--- src/rtl/venda_pkg.sv ---
// Shared definitions for the vending sequencing controller: coin codes, FSM states and
// the coin-to-quarters weight function.
package venda_pkg;

  localparam logic [1:0] MoedaNenhuma = 2'b00;
  localparam logic [1:0] Moeda25      = 2'b01;
  localparam logic [1:0] Moeda50      = 2'b10;
  localparam logic [1:0] Moeda100     = 2'b11;

  localparam logic [3:0] CreditoMax = 4'd8;

  typedef enum logic [1:0] {
    StOcioso,
    StAcumulando,
    StLiberando,
    StTroco
  } estado_e;

  function automatic logic [2:0] quartos(input logic [1:0] valor_moeda);
    logic [2:0] peso;
    case (valor_moeda)
      Moeda25:  peso = 3'd1;
      Moeda50:  peso = 3'd2;
      Moeda100: peso = 3'd4;
      default:  peso = 3'd0;
    endcase
    return peso;
  endfunction

endpackage

--- src/rtl/temporizador_inatividade.sv ---
// Inactivity counter: runs while enabled, restarts on limpar, flags the cycle whose
// closing edge completes TEMPO_LIMITE idle cycles.
module temporizador_inatividade #(
  parameter int unsigned TEMPO_LIMITE = 1000
) (
  input  logic clk,
  input  logic rst_n,
  input  logic limpar,
  input  logic habilitar,
  output logic expirou
);

  localparam int unsigned Largura = $clog2(TEMPO_LIMITE + 1);
  localparam logic [Largura-1:0] Limite = Largura'(TEMPO_LIMITE);
  localparam logic [Largura-1:0] Ultimo = Largura'(TEMPO_LIMITE - 1);

  logic [Largura-1:0] cnt_q, cnt_d;

  always_comb begin
    cnt_d = cnt_q;
    if (limpar || !habilitar) begin
      cnt_d = '0;
    end else if (cnt_q != Limite) begin
      cnt_d = cnt_q + Largura'(1);
    end
  end

  // Asserted one cycle early so the registered outputs change exactly on the limit edge.
  assign expirou = habilitar && !limpar && (cnt_q == Ultimo);

  always_ff @(posedge clk) begin
    if (!rst_n) begin
      cnt_q <= '0;
    end else begin
      cnt_q <= cnt_d;
    end
  end

endmodule

--- src/rtl/controle_venda.sv ---
// Vending sequencing controller: tracks coin credit, checks requests against prices,
// handles dispense and change handshakes, refunds after inactivity.
module controle_venda
  import venda_pkg::*;
#(
  parameter int unsigned PRECO0       = 3,
  parameter int unsigned PRECO1       = 4,
  parameter int unsigned PRECO2       = 6,
  parameter int unsigned PRECO3       = 8,
  parameter int unsigned TEMPO_LIMITE = 1000
) (
  input  logic       clk,
  input  logic       rst_n,
  input  logic [1:0] valorMoeda,
  input  logic       pedido,
  input  logic [1:0] selecao,
  input  logic       entregue,
  input  logic       trocoAck,
  output logic [3:0] valorAcumulado,
  output logic       liberar,
  output logic [1:0] produto,
  output logic       trocoValido,
  output logic [3:0] trocoQuartos,
  output logic       rejeitaMoeda,
  output logic       faltaCredito
);

  estado_e    estado_q, estado_d;
  logic [3:0] credito_q, credito_d;
  logic [1:0] produto_q, produto_d;
  logic       liberar_q, troco_valido_q, rejeita_q, rejeita_d, falta_q, falta_d;
  logic [3:0] troco_quartos_q;

  logic       moeda;
  logic [2:0] peso;
  logic [4:0] soma;
  logic [3:0] preco;
  logic       habilitar, limpar, expirou;

  assign moeda = (valorMoeda != MoedaNenhuma);
  assign peso  = quartos(valorMoeda);
  assign soma  = {1'b0, credito_q} + {2'b00, peso};

  always_comb begin
    case (selecao)
      2'd0:    preco = 4'(PRECO0);
      2'd1:    preco = 4'(PRECO1);
      2'd2:    preco = 4'(PRECO2);
      default: preco = 4'(PRECO3);
    endcase
  end

  // Any coin or request while accumulating restarts the idle window, even if refused.
  assign habilitar = (estado_q == StAcumulando);
  assign limpar    = habilitar && (moeda || pedido);

  temporizador_inatividade #(
    .TEMPO_LIMITE(TEMPO_LIMITE)
  ) u_temporizador (
    .clk      (clk),
    .rst_n    (rst_n),
    .limpar   (limpar),
    .habilitar(habilitar),
    .expirou  (expirou)
  );

  always_comb begin
    estado_d  = estado_q;
    credito_d = credito_q;
    produto_d = produto_q;
    rejeita_d = 1'b0;
    falta_d   = 1'b0;
    case (estado_q)
      StOcioso: begin
        if (moeda) begin
          credito_d = {1'b0, peso};
          estado_d  = StAcumulando;
        end
        if (pedido) begin
          falta_d = 1'b1;
        end
      end
      StAcumulando: begin
        if (pedido) begin
          // Request is judged on pre-coin credit; a coin arriving alongside is refused.
          if (credito_q >= preco) begin
            credito_d = credito_q - preco;
            produto_d = selecao;
            estado_d  = StLiberando;
          end else begin
            falta_d = 1'b1;
          end
          rejeita_d = moeda;
        end else if (moeda) begin
          if (soma <= {1'b0, CreditoMax}) begin
            credito_d = soma[3:0];
          end else begin
            rejeita_d = 1'b1;
          end
        end else if (expirou) begin
          estado_d = StTroco;
        end
      end
      StLiberando: begin
        rejeita_d = moeda;
        if (entregue) begin
          estado_d = (credito_q != 4'd0) ? StTroco : StOcioso;
        end
      end
      StTroco: begin
        rejeita_d = moeda;
        if (trocoAck) begin
          credito_d = '0;
          estado_d  = StOcioso;
        end
      end
      default: estado_d = StOcioso;
    endcase
  end

  always_ff @(posedge clk) begin
    if (!rst_n) begin
      estado_q        <= StOcioso;
      credito_q       <= '0;
      produto_q       <= '0;
      liberar_q       <= 1'b0;
      troco_valido_q  <= 1'b0;
      troco_quartos_q <= '0;
      rejeita_q       <= 1'b0;
      falta_q         <= 1'b0;
    end else begin
      estado_q        <= estado_d;
      credito_q       <= credito_d;
      produto_q       <= produto_d;
      liberar_q       <= (estado_d == StLiberando);
      troco_valido_q  <= (estado_d == StTroco);
      troco_quartos_q <= (estado_d == StTroco) ? credito_d : 4'd0;
      rejeita_q       <= rejeita_d;
      falta_q         <= falta_d;
    end
  end

  assign valorAcumulado = credito_q;
  assign liberar        = liberar_q;
  assign produto        = produto_q;
  assign trocoValido    = troco_valido_q;
  assign trocoQuartos   = troco_quartos_q;
  assign rejeitaMoeda   = rejeita_q;
  assign faltaCredito   = falta_q;

endmodule

--- config.mk ---
export PLATFORM = sky130hd
export DESIGN_NAME = controle_venda
export DESIGN_NICKNAME = d
export VERILOG_FILES = /design/src/rtl/venda_pkg.sv /design/src/rtl/temporizador_inatividade.sv /design/src/rtl/controle_venda.sv
export SDC_FILE = /design/constraint.sdc
export NUM_CORES = 1
export LEC_CHECK = 0
export BUFFER_PORTS_ARGS = -buffer_cell sky130_fd_sc_hd__buf_4
export CAP_MARGIN = 5
export CORE_UTILIZATION = 35
export DETAILED_ROUTE_END_ITERATION = 10
export GPL_TIMING_DRIVEN = 0
export HOLD_SLACK_MARGIN = 0.05
export PLACE_DENSITY_LB_ADDON = 0.05
export SLEW_MARGIN = 0
export SYNTH_ARGS = -nofsm -noshare
export SYNTH_HDL_FRONTEND = slang
export SYNTH_SLANG_ARGS = --single-unit
--- constraint.sdc ---
create_clock -name clk -period 5.8 [get_ports clk]
set_input_delay 0 -clock clk [delete_from_list [all_inputs] [get_ports clk]]
set_output_delay 0 -clock clk [all_outputs]
set_load 0.03 [all_outputs]
==> reports/results.txt <==
Crit path launch type: input pin
Initial antenna violation count: 0
Status: finished, final reports clean
Tot Pwr: 481 uW
Root buf cell: clkbuf_8
Tot GR Track Use: 19.5%
CP Max Fanout: 8
First-pass GRT wire length: 8080 um
Largest net degree at the start of global routing: 16
Design area: 0.00215 mm^2
Synth Flop Type: dfxtp_1
Final Non-Filler Cells: 315
Worst slew pin tran: 0.653 ns
Post-detail-place hpwl: 3540 um
Seq/Total Area, Yosys: 28.9%
Placed Area: 0.00205 mm^2
Yosys warning count: 0
Clock Latency Late Sink: 0.28 ns
GPL Wtd Cong: 0.789
Via-per-instance ratio: 5.43
Total CTS buffers: 3
#FFs+latches synth: 26
CTS tree: built
Worst-path clk slew: 0.10 ns
Port bufs: 22
Top cell type's share of synthesized area: 28.9%
Tmin final: 2.55 ns
PwrDens: 224 mW/mm^2
DIE AREA: 0.00543 mm^2
Setup CP Type: in -> reg
RSZ-0062 raised after global routing: no
H-tree depth: 1
DIE HEIGHT: 73.7 um
Period utilization: 43.9%
Maximum vdd drop: 0.121 mV
Data arrival, critical path: 2.76 ns
IO Count: 23
Setup crit end kind: flip-flop
Starting DRT DRC Count: 139
DRT Pass-1 Iters: 4
Asr flop ratio synth: 0%
Combinational share of power: 28.1%
Synth area leader: dfxtp_1
Slew margin rel.: 56.0%
Mapped Cells: 219
Die W: 73.7 um
Setup violations, final: 0
Count of final hold-check violations: 0
Mapped Nets: 240
EDFF count, synth: 0
Remaining DRCs: 0
Nets: 270
# Max-Cap Violations: 0
DR vias: 1710
Vias in the first global route: 1605
Clock power share: 32.0%
# diodes: 0
Avg Inst Size Synth: 8.21 um^2
Initial Utilization: 37.3%
Row cnt: 25
Layout cell share with drive strength beyond 1: 16.9%
Fmax: 393 MHz
Required @ worst endpoint: 6.01 ns
Final setup TNS: 0 ns
Part of the power in registers: 39.9%
Net Sw Power: 150 uW
Synth cell types: 57
P_leak: 0.000860 uW
Pint: 331 uW
Clock sink total: 26
Final core occ: 44.6%
Switching Share: 31.2%
Core Box Area: 0.00482 mm^2
Clk buf depth: 2
Total wire length: 4650 um
Area growth, synth to finish: 19.5%
Clk_skew: 0.00682 ns
Final Max Slew Viols: 0
Final ANT Viol Nets: 0
DR WL/cell: 14.8 um
Grt total ovfl: 0
Main area contributors after synthesis: dfxtp_1, ha_1, nor2_1
Dpl cells: 308
Worst min-delay path category: in -> reg
Synthesized area: 0.00180 mm^2
## stage by stage
stage          hold slack (ns)  setup WS, ns
4_1_cts                  0.150          3.26
5_1_grt                  0.188          2.98
2_1_floorplan            0.144          3.46
6_report                 0.146          3.25
3_5_place_dp             0.266          3.33
3_3_place_gp             0.264          3.27
## worst paths after layout
path	cells past startpoint	startpoint	slack [ns]	end
hold reg to reg	2	produto[0]	0.51	produto[0]
setup / recovery	10	selecao[0]	3.25	liberar
setup reg to reg	6	valorAcumulado[2]	3.27	valorAcumulado[2]
hold / removal	3	trocoAck	0.15	liberar
## cells by family (layout without fill, tap and decap cells)
kind of cell | count (synthesis) | in the layout | share of synthesized area [%]
adders and majority gates | 13 | 13 | 9.39
AOI/OAI and AO/OA | 55 | 55 | 21.6
muxes | 3 | 3 | 1.67
xor gates and xnor gates | 9 | 9 | 4.38
and+or+nand+nor | 92 | 92 | 29.2
DFF | 26 | 26 | 28.9
buffers and inverters | 21 | 50 | 4.73
## worst max-delay path: stages
cell	delay (ns)
dlygate4sd3_1	0.52
buf_4	0.13
inv_1	0.08
ha_1	0.20
ha_1	0.20
fa_1	0.41
a31oi_1	0.48
o21ai_0	0.28
a31oi_1	0.27
a21boi_1	0.18
## synth_stat cells (3+ instances only)
| cell | number |
|---|---|
| a211oi_1 | 5 |
| mux2i_1 | 3 |
| ha_1 | 11 |
| a31oi_1 | 6 |
| clkbuf_1 | 3 |
| or3_1 | 6 |
| inv_1 | 12 |
| nand3_1 | 6 |
| nand4b_1 | 4 |
| o21ai_0 | 10 |
| or2_2 | 4 |
| nand2_1 | 15 |
| a21oi_1 | 9 |
| o211ai_1 | 4 |
| nand2b_1 | 7 |
| dfxtp_1 | 26 |
| nor2b_1 | 5 |
| xnor2_1 | 7 |
| nor3_1 | 8 |
| nor2_1 | 19 |
## registers in the layout, indices dropped and copies added (netlist names)
| signal | cells |
|---|---|
| estado_q | 2 |
| liberar | 1 |
| trocoQuartos | 4 |
| u_temporizador.cnt_q | 10 |
| rejeitaMoeda | 1 |
| trocoValido | 1 |
| produto | 2 |
| valorAcumulado | 4 |
| faltaCredito | 1 |
## final cells by class
cell class,count,area (um^2)
inverter,13,48.8
timing repair buffer,25,195
clock inverter,1,30.0
fill,531,2670
tap,67,83.8
sequential,26,520
buffer,8,36.3
clock buffer,3,41.3
multi-input combinational,172,1190
## cells in the final DEF (no fill, tap or decap), drive strengths merged, types with 3 or more instances in the layout
cell	n
a211oi	7
a21oi	9
a311oi	3
a31oi	6
buf	27
clkbuf	6
dfxtp	26
dlygate4sd3	3
ha	11
inv	12
mux2i	3
nand2	15
nand2b	7
nand3	6
nand4b	5
nor2	19
nor2b	5
nor3	9
o211ai	4
o21ai	13
or2	4
or3	7
or4	3
xnor2	7
## what timing repair did
action | in CTS | in global routing
resized for setup | 0 | 0
hold buffers | 3 | 0
hold endpoints to repair | 4 | 0
buffers inserted | 0 | 0
setup endpoints to repair | 0 | 0
## power groups by stage
stage          logic [uW]  clock network (uW)  registers (uW)
2_1_floorplan        88.4                   0             202
3_3_place_gp          134                   0             196
3_5_place_dp          133                   0             196
4_1_cts               135                 157             192
5_1_grt               151                 164             194
6_report              135                 154             192
## layer usage
layer  vias to the layer above  global-route usage (%)  wire [um]
met1                       800                    29.0       2460
met4                         0                    6.62         95
met2                        33                    28.6       1940
met3                        11                    2.47        148
met5                         -                       0          0
li1                        866                       -          -
Note: power is estimated with default switching activity, not from simulation.
